<file path="src/rtl/mem_port_arbiter_if.sv">
// Bus bundle between the core's fetch/load-store requesters, the port arbiter and the shared memory.
// The slave modport is the arbiter's view. The master modport is the surrounding core/memory view.
interface mem_port_arbiter_if #(
    parameter int ADDR_W = 32,
    parameter int DATA_W = 32
);
    logic              i_req;
    logic [ADDR_W-1:0] i_addr;
    logic              i_ack;
    logic [DATA_W-1:0] i_rdata;

    logic              d_req;
    logic              d_we;
    logic [ADDR_W-1:0] d_addr;
    logic [DATA_W-1:0] d_wdata;
    logic              d_ack;
    logic [DATA_W-1:0] d_rdata;

    logic              err;
    logic              busy;

    logic              mem_req;
    logic              mem_we;
    logic [ADDR_W-1:0] mem_addr;
    logic [DATA_W-1:0] mem_wdata;
    logic              mem_ready;
    logic [DATA_W-1:0] mem_rdata;

    modport slave (
        input  i_req, i_addr, d_req, d_we, d_addr, d_wdata, mem_ready, mem_rdata,
        output i_ack, i_rdata, d_ack, d_rdata, err, busy,
        output mem_req, mem_we, mem_addr, mem_wdata
    );

    modport master (
        output i_req, i_addr, d_req, d_we, d_addr, d_wdata, mem_ready, mem_rdata,
        input  i_ack, i_rdata, d_ack, d_rdata, err, busy,
        input  mem_req, mem_we, mem_addr, mem_wdata
    );
endinterface

</file>
<file path="src/rtl/mem_port_arbiter.sv">
// Arbitrates one single-ported memory between instruction fetch and load/store.
// Data has priority, fetch starvation is bounded, and an optional timeout aborts hung accesses.
module mem_port_arbiter #(
    parameter int ADDR_W       = 32,
    parameter int DATA_W       = 32,
    parameter int STARVE_LIMIT = 4,
    parameter int TIMEOUT      = 0
) (
    input  logic              clk,
    input  logic              rst_n,
    mem_port_arbiter_if.slave bus
);
    typedef enum logic [1:0] {
        IDLE  = 2'd0,
        SRV_I = 2'd1,
        SRV_D = 2'd2,
        ACK   = 2'd3
    } state_t;

    localparam int          SW    = $clog2(STARVE_LIMIT + 1);
    localparam int          TW    = (TIMEOUT > 1) ? $clog2(TIMEOUT) : 1;
    localparam int unsigned TLAST = (TIMEOUT > 0) ? TIMEOUT - 1 : 0;

    state_t            state;
    state_t            state_next;

    logic [SW-1:0]     starve_cnt;
    logic [TW-1:0]     wait_cnt;
    logic              served_d;

    logic              mem_req_r;
    logic              mem_we_r;
    logic [ADDR_W-1:0] mem_addr_r;
    logic [DATA_W-1:0] mem_wdata_r;
    logic              i_ack_r;
    logic              d_ack_r;
    logic              err_r;
    logic              busy_r;
    logic [DATA_W-1:0] i_rdata_r;
    logic [DATA_W-1:0] d_rdata_r;

    logic              starve_max;
    logic              force_i;
    logic              grant_i;
    logic              grant_d;
    logic              done;
    logic              abort;
    logic              in_srv;

    always_ff @(posedge clk) begin
        if (!rst_n) begin
            state <= IDLE;
        end else begin
            state <= state_next;
        end
    end

    always_comb begin
        state_next = state;
        grant_i    = 1'b0;
        grant_d    = 1'b0;
        done       = 1'b0;
        abort      = 1'b0;
        starve_max = (starve_cnt == SW'(STARVE_LIMIT));
        force_i    = bus.i_req && starve_max;
        in_srv     = (state == SRV_I) || (state == SRV_D);

        case (state)
            IDLE: begin
                if (bus.d_req && !force_i) begin
                    state_next = SRV_D;
                    grant_d    = 1'b1;
                end else if (bus.i_req) begin
                    state_next = SRV_I;
                    grant_i    = 1'b1;
                end
            end
            SRV_I, SRV_D: begin
                // A ready arriving on the expiry cycle still counts as a normal completion.
                if (bus.mem_ready) begin
                    done       = 1'b1;
                    state_next = ACK;
                end else if ((TIMEOUT > 0) && (wait_cnt == TW'(TLAST))) begin
                    abort      = 1'b1;
                    state_next = ACK;
                end
            end
            ACK: begin
                state_next = IDLE;
            end
            default: begin
                state_next = IDLE;
            end
        endcase
    end

    // Handshake outputs are registered off the next state so they line up with it.
    always_ff @(posedge clk) begin
        if (!rst_n) begin
            mem_req_r  <= 1'b0;
            busy_r     <= 1'b0;
            i_ack_r    <= 1'b0;
            d_ack_r    <= 1'b0;
            err_r      <= 1'b0;
            served_d   <= 1'b0;
            starve_cnt <= '0;
            wait_cnt   <= '0;
        end else begin
            mem_req_r <= (state_next == SRV_I) || (state_next == SRV_D);
            busy_r    <= (state_next != IDLE);
            i_ack_r   <= (state_next == ACK) && !served_d;
            d_ack_r   <= (state_next == ACK) && served_d;
            err_r     <= abort;

            if (grant_i || grant_d) begin
                served_d <= grant_d;
                wait_cnt <= '0;
            end else if (in_srv && !bus.mem_ready && (wait_cnt != TW'(TLAST))) begin
                wait_cnt <= wait_cnt + 1'b1;
            end

            if (grant_i) begin
                starve_cnt <= '0;
            end else if (grant_d) begin
                if (!bus.i_req) begin
                    starve_cnt <= '0;
                end else if (!starve_max) begin
                    starve_cnt <= starve_cnt + 1'b1;
                end
            end
        end
    end

    // Access is latched on grant so requester inputs are free to move until the ack.
    always_ff @(posedge clk) begin
        if (!rst_n) begin
            mem_we_r    <= 1'b0;
            mem_addr_r  <= '0;
            mem_wdata_r <= '0;
            i_rdata_r   <= '0;
            d_rdata_r   <= '0;
        end else begin
            if (grant_d) begin
                mem_we_r    <= bus.d_we;
                mem_addr_r  <= bus.d_addr;
                mem_wdata_r <= bus.d_wdata;
            end else if (grant_i) begin
                mem_we_r    <= 1'b0;
                mem_addr_r  <= bus.i_addr;
                mem_wdata_r <= '0;
            end else if (done || abort) begin
                mem_we_r    <= 1'b0;
            end

            if (done) begin
                if (!served_d) begin
                    i_rdata_r <= bus.mem_rdata;
                end else if (!mem_we_r) begin
                    d_rdata_r <= bus.mem_rdata;
                end
            end else if (abort) begin
                if (served_d) begin
                    d_rdata_r <= '0;
                end else begin
                    i_rdata_r <= '0;
                end
            end
        end
    end

    assign bus.mem_req   = mem_req_r;
    assign bus.mem_we    = mem_we_r;
    assign bus.mem_addr  = mem_addr_r;
    assign bus.mem_wdata = mem_wdata_r;
    assign bus.i_ack     = i_ack_r;
    assign bus.d_ack     = d_ack_r;
    assign bus.i_rdata   = i_rdata_r;
    assign bus.d_rdata   = d_rdata_r;
    assign bus.err       = err_r;
    assign bus.busy      = busy_r;

    ack_exclusive: assert property (@(posedge clk) disable iff (!rst_n)
        !(bus.i_ack && bus.d_ack));

    req_only_in_srv: assert property (@(posedge clk) disable iff (!rst_n)
        bus.mem_req |-> ((state == SRV_I) || (state == SRV_D)));
endmodule
</file>
<file path="src/flat_wrapper.sv">
// flat-port wrapper written by rule: the top's interface ports become plain ports
module mem_port_arbiter_flat 
#(
    parameter int ADDR_W       = 32,
    parameter int DATA_W       = 32,
    parameter int STARVE_LIMIT = 4,
    parameter int TIMEOUT      = 0
)
  (clk, rst_n, bus_i_req, bus_i_addr, bus_d_req, bus_d_we, bus_d_addr, bus_d_wdata, bus_mem_ready, bus_mem_rdata, bus_i_ack, bus_i_rdata, bus_d_ack, bus_d_rdata, bus_err, bus_busy, bus_mem_req, bus_mem_we, bus_mem_addr, bus_mem_wdata);
  mem_port_arbiter_if #(.ADDR_W(ADDR_W), .DATA_W(DATA_W)) bus_i ();
  input  logic clk;
  input  logic rst_n;
  input wire logic [$bits(bus_i.i_req)-1:0] bus_i_req;
  input wire logic [$bits(bus_i.i_addr)-1:0] bus_i_addr;
  input wire logic [$bits(bus_i.d_req)-1:0] bus_d_req;
  input wire logic [$bits(bus_i.d_we)-1:0] bus_d_we;
  input wire logic [$bits(bus_i.d_addr)-1:0] bus_d_addr;
  input wire logic [$bits(bus_i.d_wdata)-1:0] bus_d_wdata;
  input wire logic [$bits(bus_i.mem_ready)-1:0] bus_mem_ready;
  input wire logic [$bits(bus_i.mem_rdata)-1:0] bus_mem_rdata;
  output wire logic [$bits(bus_i.i_ack)-1:0] bus_i_ack;
  output wire logic [$bits(bus_i.i_rdata)-1:0] bus_i_rdata;
  output wire logic [$bits(bus_i.d_ack)-1:0] bus_d_ack;
  output wire logic [$bits(bus_i.d_rdata)-1:0] bus_d_rdata;
  output wire logic [$bits(bus_i.err)-1:0] bus_err;
  output wire logic [$bits(bus_i.busy)-1:0] bus_busy;
  output wire logic [$bits(bus_i.mem_req)-1:0] bus_mem_req;
  output wire logic [$bits(bus_i.mem_we)-1:0] bus_mem_we;
  output wire logic [$bits(bus_i.mem_addr)-1:0] bus_mem_addr;
  output wire logic [$bits(bus_i.mem_wdata)-1:0] bus_mem_wdata;
  assign bus_i.i_req = bus_i_req;
  assign bus_i.i_addr = bus_i_addr;
  assign bus_i.d_req = bus_d_req;
  assign bus_i.d_we = bus_d_we;
  assign bus_i.d_addr = bus_d_addr;
  assign bus_i.d_wdata = bus_d_wdata;
  assign bus_i.mem_ready = bus_mem_ready;
  assign bus_i.mem_rdata = bus_mem_rdata;
  assign bus_i_ack = bus_i.i_ack;
  assign bus_i_rdata = bus_i.i_rdata;
  assign bus_d_ack = bus_i.d_ack;
  assign bus_d_rdata = bus_i.d_rdata;
  assign bus_err = bus_i.err;
  assign bus_busy = bus_i.busy;
  assign bus_mem_req = bus_i.mem_req;
  assign bus_mem_we = bus_i.mem_we;
  assign bus_mem_addr = bus_i.mem_addr;
  assign bus_mem_wdata = bus_i.mem_wdata;
  mem_port_arbiter #(.ADDR_W(ADDR_W), .DATA_W(DATA_W), .STARVE_LIMIT(STARVE_LIMIT), .TIMEOUT(TIMEOUT)) u_core (.clk(clk), .rst_n(rst_n), .bus(bus_i));
endmodule
</file>
<file path="config.mk">
export PLATFORM = sky130hd
export DESIGN_NAME = mem_port_arbiter_flat
export DESIGN_NICKNAME = d
export VERILOG_FILES = /design/src/rtl/mem_port_arbiter_if.sv /design/src/rtl/mem_port_arbiter.sv /design/src/flat_wrapper.sv
export SDC_FILE = /design/constraint.sdc
export NUM_CORES = 1
export LEC_CHECK = 0
export ABC_AREA = 0
export CAP_MARGIN = 20
export CORE_MARGIN = 2
export CORE_UTILIZATION = 44
export DETAILED_ROUTE_END_ITERATION = 7
export GPL_TIMING_DRIVEN = 0
export PLACE_DENSITY = 0.86
export SYNTH_ARGS = -nofsm -noshare
export SYNTH_HDL_FRONTEND = slang
export SYNTH_SLANG_ARGS = --single-unit
</file>
<file path="constraint.sdc">
create_clock -name clk -period 4.45 [get_ports clk]
set_clock_uncertainty 0.05 [all_clocks]
set_input_delay 0.89 -clock clk [delete_from_list [all_inputs] [get_ports clk]]
set_output_delay 0.89 -clock clk [all_outputs]
set_load 0.005 [all_outputs]
</file>
==> flow_summary.toml <==
[run_status]
status = "completed"

[setup_path]
cp_data_arrival_time_ns = 1.37
start_kind = "flop"
crit_family = "buffers and inverters"
end_kind = "output port"
path_cells = "clkdlybuf4s50_1"
critPathMaxStageDelay_ns = 0.55
slowest_stage = "clkdlybuf4s50_1"
cp.required_ns = 3.51
critPathBufInv = 1
criticalPathCategory = "flop to output port"
path_max_fanout = 4

[power]
p_switching_mw = 0.907
power.internal_mw = 2.65
max-vdd-ir-drop_v = 0.000316
p_comb_share_pct = 21.0
power.leakage_nw = 3.19
p_per_area_nw_per_um2 = 399
switching_share_pct = 25.5
pwr-share-seq_pct = 39.5
clock_power_share_pct = 39.4

[yosys]
yosysTopAreaCellShare_pct = 50.9
synth.top_cells.by_count = "dfxtp_1, nand2_1, a21oi_1"
synthArstFlopShare_pct = 0
synthCells = 601
synth_most_common_cell = "dfxtp_1"
synth_edf_count = 0
ys_types = 37
synth.net_count = 739
ys_seq_elements = 139
yosysWarningCount = 0
syn_area_um2 = 5470
synth_area_leaders = "dfxtp_1, nand2_1, a2111oi_2"
ys.flop_type = "dfxtp_1"
yosysTopAreaCell = "dfxtp_1"
seq_area_frac_synth_pct = 50.9
avgSynthCellArea_um2 = 9.10

[clock_network]
ctsResizeCount = 0
clk_latency_ns = 0.42
cts_setup_buffers = 0
cts_made_buffers = 17
clk_pin_slew_worst_paths_ns = 0.06
cts_tree = "done"
cts_sinks = 139
cts_max_level = 4
cts-root-buf = "clkbuf_16"
ctsHoldBuffers = 0
cts_max_path_buffers = 2

[detailed_routing]
vias = 5548
drt-vias-per-instance = 5.20
drt_iter0_drc = 324
ant_nets = 0
dr.pass1.iters = 5
drc = 0
wl_um = 18300
wire_per_inst_um = 17.2

[final_layout]
fin_cells = 1066
diodes = 0
nNetsFinal = 1023
drive_gt1_share_pct = 10.9
area_growth_pct = 63.0

[die]
io_pins = 268
start_util_pct = 45.4
die_y_um = 116
rows = 40
fp.dieArea_um2 = 13300
dieWidth_um = 116
core-area_um2 = 12100

[sta]
rsz0062_at_grt = "false"
hold_viol = 0
max_clock_freq_mhz = 433
fin_crit_sh_pct = 51.9
tns_ns = 0
worst_slew_pin_slew_ns = 0.760
relSlewSlack_pct = 49.4
slew_viol_final = 0
finalSetupViolations = 0
fin_crit_ns = 2.31

[global_route]
grt_pass1_wl_um = 28400
globalRouteOverflowTotal = 0
first_global_vias = 5709
grtUsageTotal_pct = 27.3
antenna_found_initial = 0
grt_max_degree = 17

[worst_hold_path]
holdCritPathClass = "flop to flop"

[placement]
port-buffer-count = 265
place_hpwl_um = 13100
placed_cells = 1034
gp_congestion = 0.847

[run]
drv_cap = 0
[layout make-up]
class,count,area (um^2)
Tap cell,168,210
Inverter,6,22.5
Timing Repair Buffer,265,2650
Buffer,54,324
Sequential cell,139,2780
Clock buffer,24,492
Clock inverter,8,90.1
Fill cell,885,3150
Multi-Input combinational cell,402,2340
[path summary, 6_finish.rpt]
kind / depth (start not counted) / endpoint / from / slack (ns)
max: 1 / bus_mem_we / u_core.bus.mem_we / 2.14
min: 2 / u_core.bus.i_rdata[21] / u_core.bus.i_rdata[21] / 0.40
max reg2reg: 9 / u_core.bus.mem_req / u_core.starve_cnt[0] / 2.41
min reg2reg: 2 / u_core.bus.i_rdata[21] / u_core.bus.i_rdata[21] / 0.40
[registers in the layout, indices dropped and copies added, names as in the netlist]
signal and count:
u_core.bus.busy 1, u_core.bus.d_ack 1, u_core.bus.d_rdata 32, u_core.bus.i_ack 1
u_core.bus.i_rdata 32, u_core.bus.mem_addr 32, u_core.bus.mem_req 1, u_core.bus.mem_wdata 32
u_core.bus.mem_we 1, u_core.served_d 1, u_core.starve_cnt 3, u_core.state 2
[per-stage QoR]
stage	area [um^2]	utilization, %	total power, mW	hold WS, ns	setup WS, ns
floorplan	5470	-	1.76	0.391	2.22
global placement	8330	69.1	2.16	0.391	1.73
detailed placement	8330	69.1	2.17	0.396	1.70
CTS	8920	73.9	3.57	0.403	2.10
global route	8920	73.9	3.70	0.417	2.00
finish	8920	73.9	3.56	0.402	2.14
[power by group through the flow]
| stage | logic (mW) | clock network (mW) | registers (mW) |
|---|---|---|---|
| 6_report | 0.748 | 1.40 | 1.41 |
| 3_3_place_gp | 0.735 | 0 | 1.43 |
| 2_1_floorplan | 0.329 | 0 | 1.44 |
| 3_5_place_dp | 0.743 | 0 | 1.43 |
| 5_1_grt | 0.814 | 1.47 | 1.42 |
| 4_1_cts | 0.753 | 1.41 | 1.40 |
[worst register-to-register path: cells and delay by family (launching register included)]
| kind | cells | cell delay [ns] |
|---|---|---|
| DFF | 1 | 0.35 |
| and+or+nand+nor | 3 | 0.43 |
| buffers and inverters | 3 | 0.38 |
| adders and majority gates | 2 | 0.53 |
| AOI/OAI and AO/OA | 1 | 0.19 |
[layout by cell type (no fill, tap or decap), types with 2 or more instances in the layout]
cell type and count:
o21ai_0 5, and3_1 2, clkbuf_8 4, nand4_1 2, inv_1 5, nor3_1 65, nand3b_1 2, clkbuf_16 17
buf_4 12, clkdlybuf4s50_1 265, dfxtp_1 139, nand2_1 134, bufinv_16 2, clkbuf_1 23, a21oi_1 71, and2_1 2
buf_6 8, buf_2 13, a2111oi_0 2, a22o_1 32, a2111oi_2 30, ha_1 4, clkinv_2 6, nor2_1 35
[per-layer routing]
metal / GRT usage (%) / up-vias / wire length (um)
met4: 10.4 / 0 / 461
met2: 46.7 / 237 / 8880
li1: - / 2676 / -
met1: 29.8 / 2596 / 6950
met3: 12.3 / 39 / 2000
met5: 0 / - / 0
[cell families after synthesis]
group           synth area share, %
simple gates                   19.9
buf+inv                        6.33
flops                          50.9
fa+ha+maj                     0.915
other cells                  0.0685
compound gates                 21.9
(Power assumes the default switching activity.)
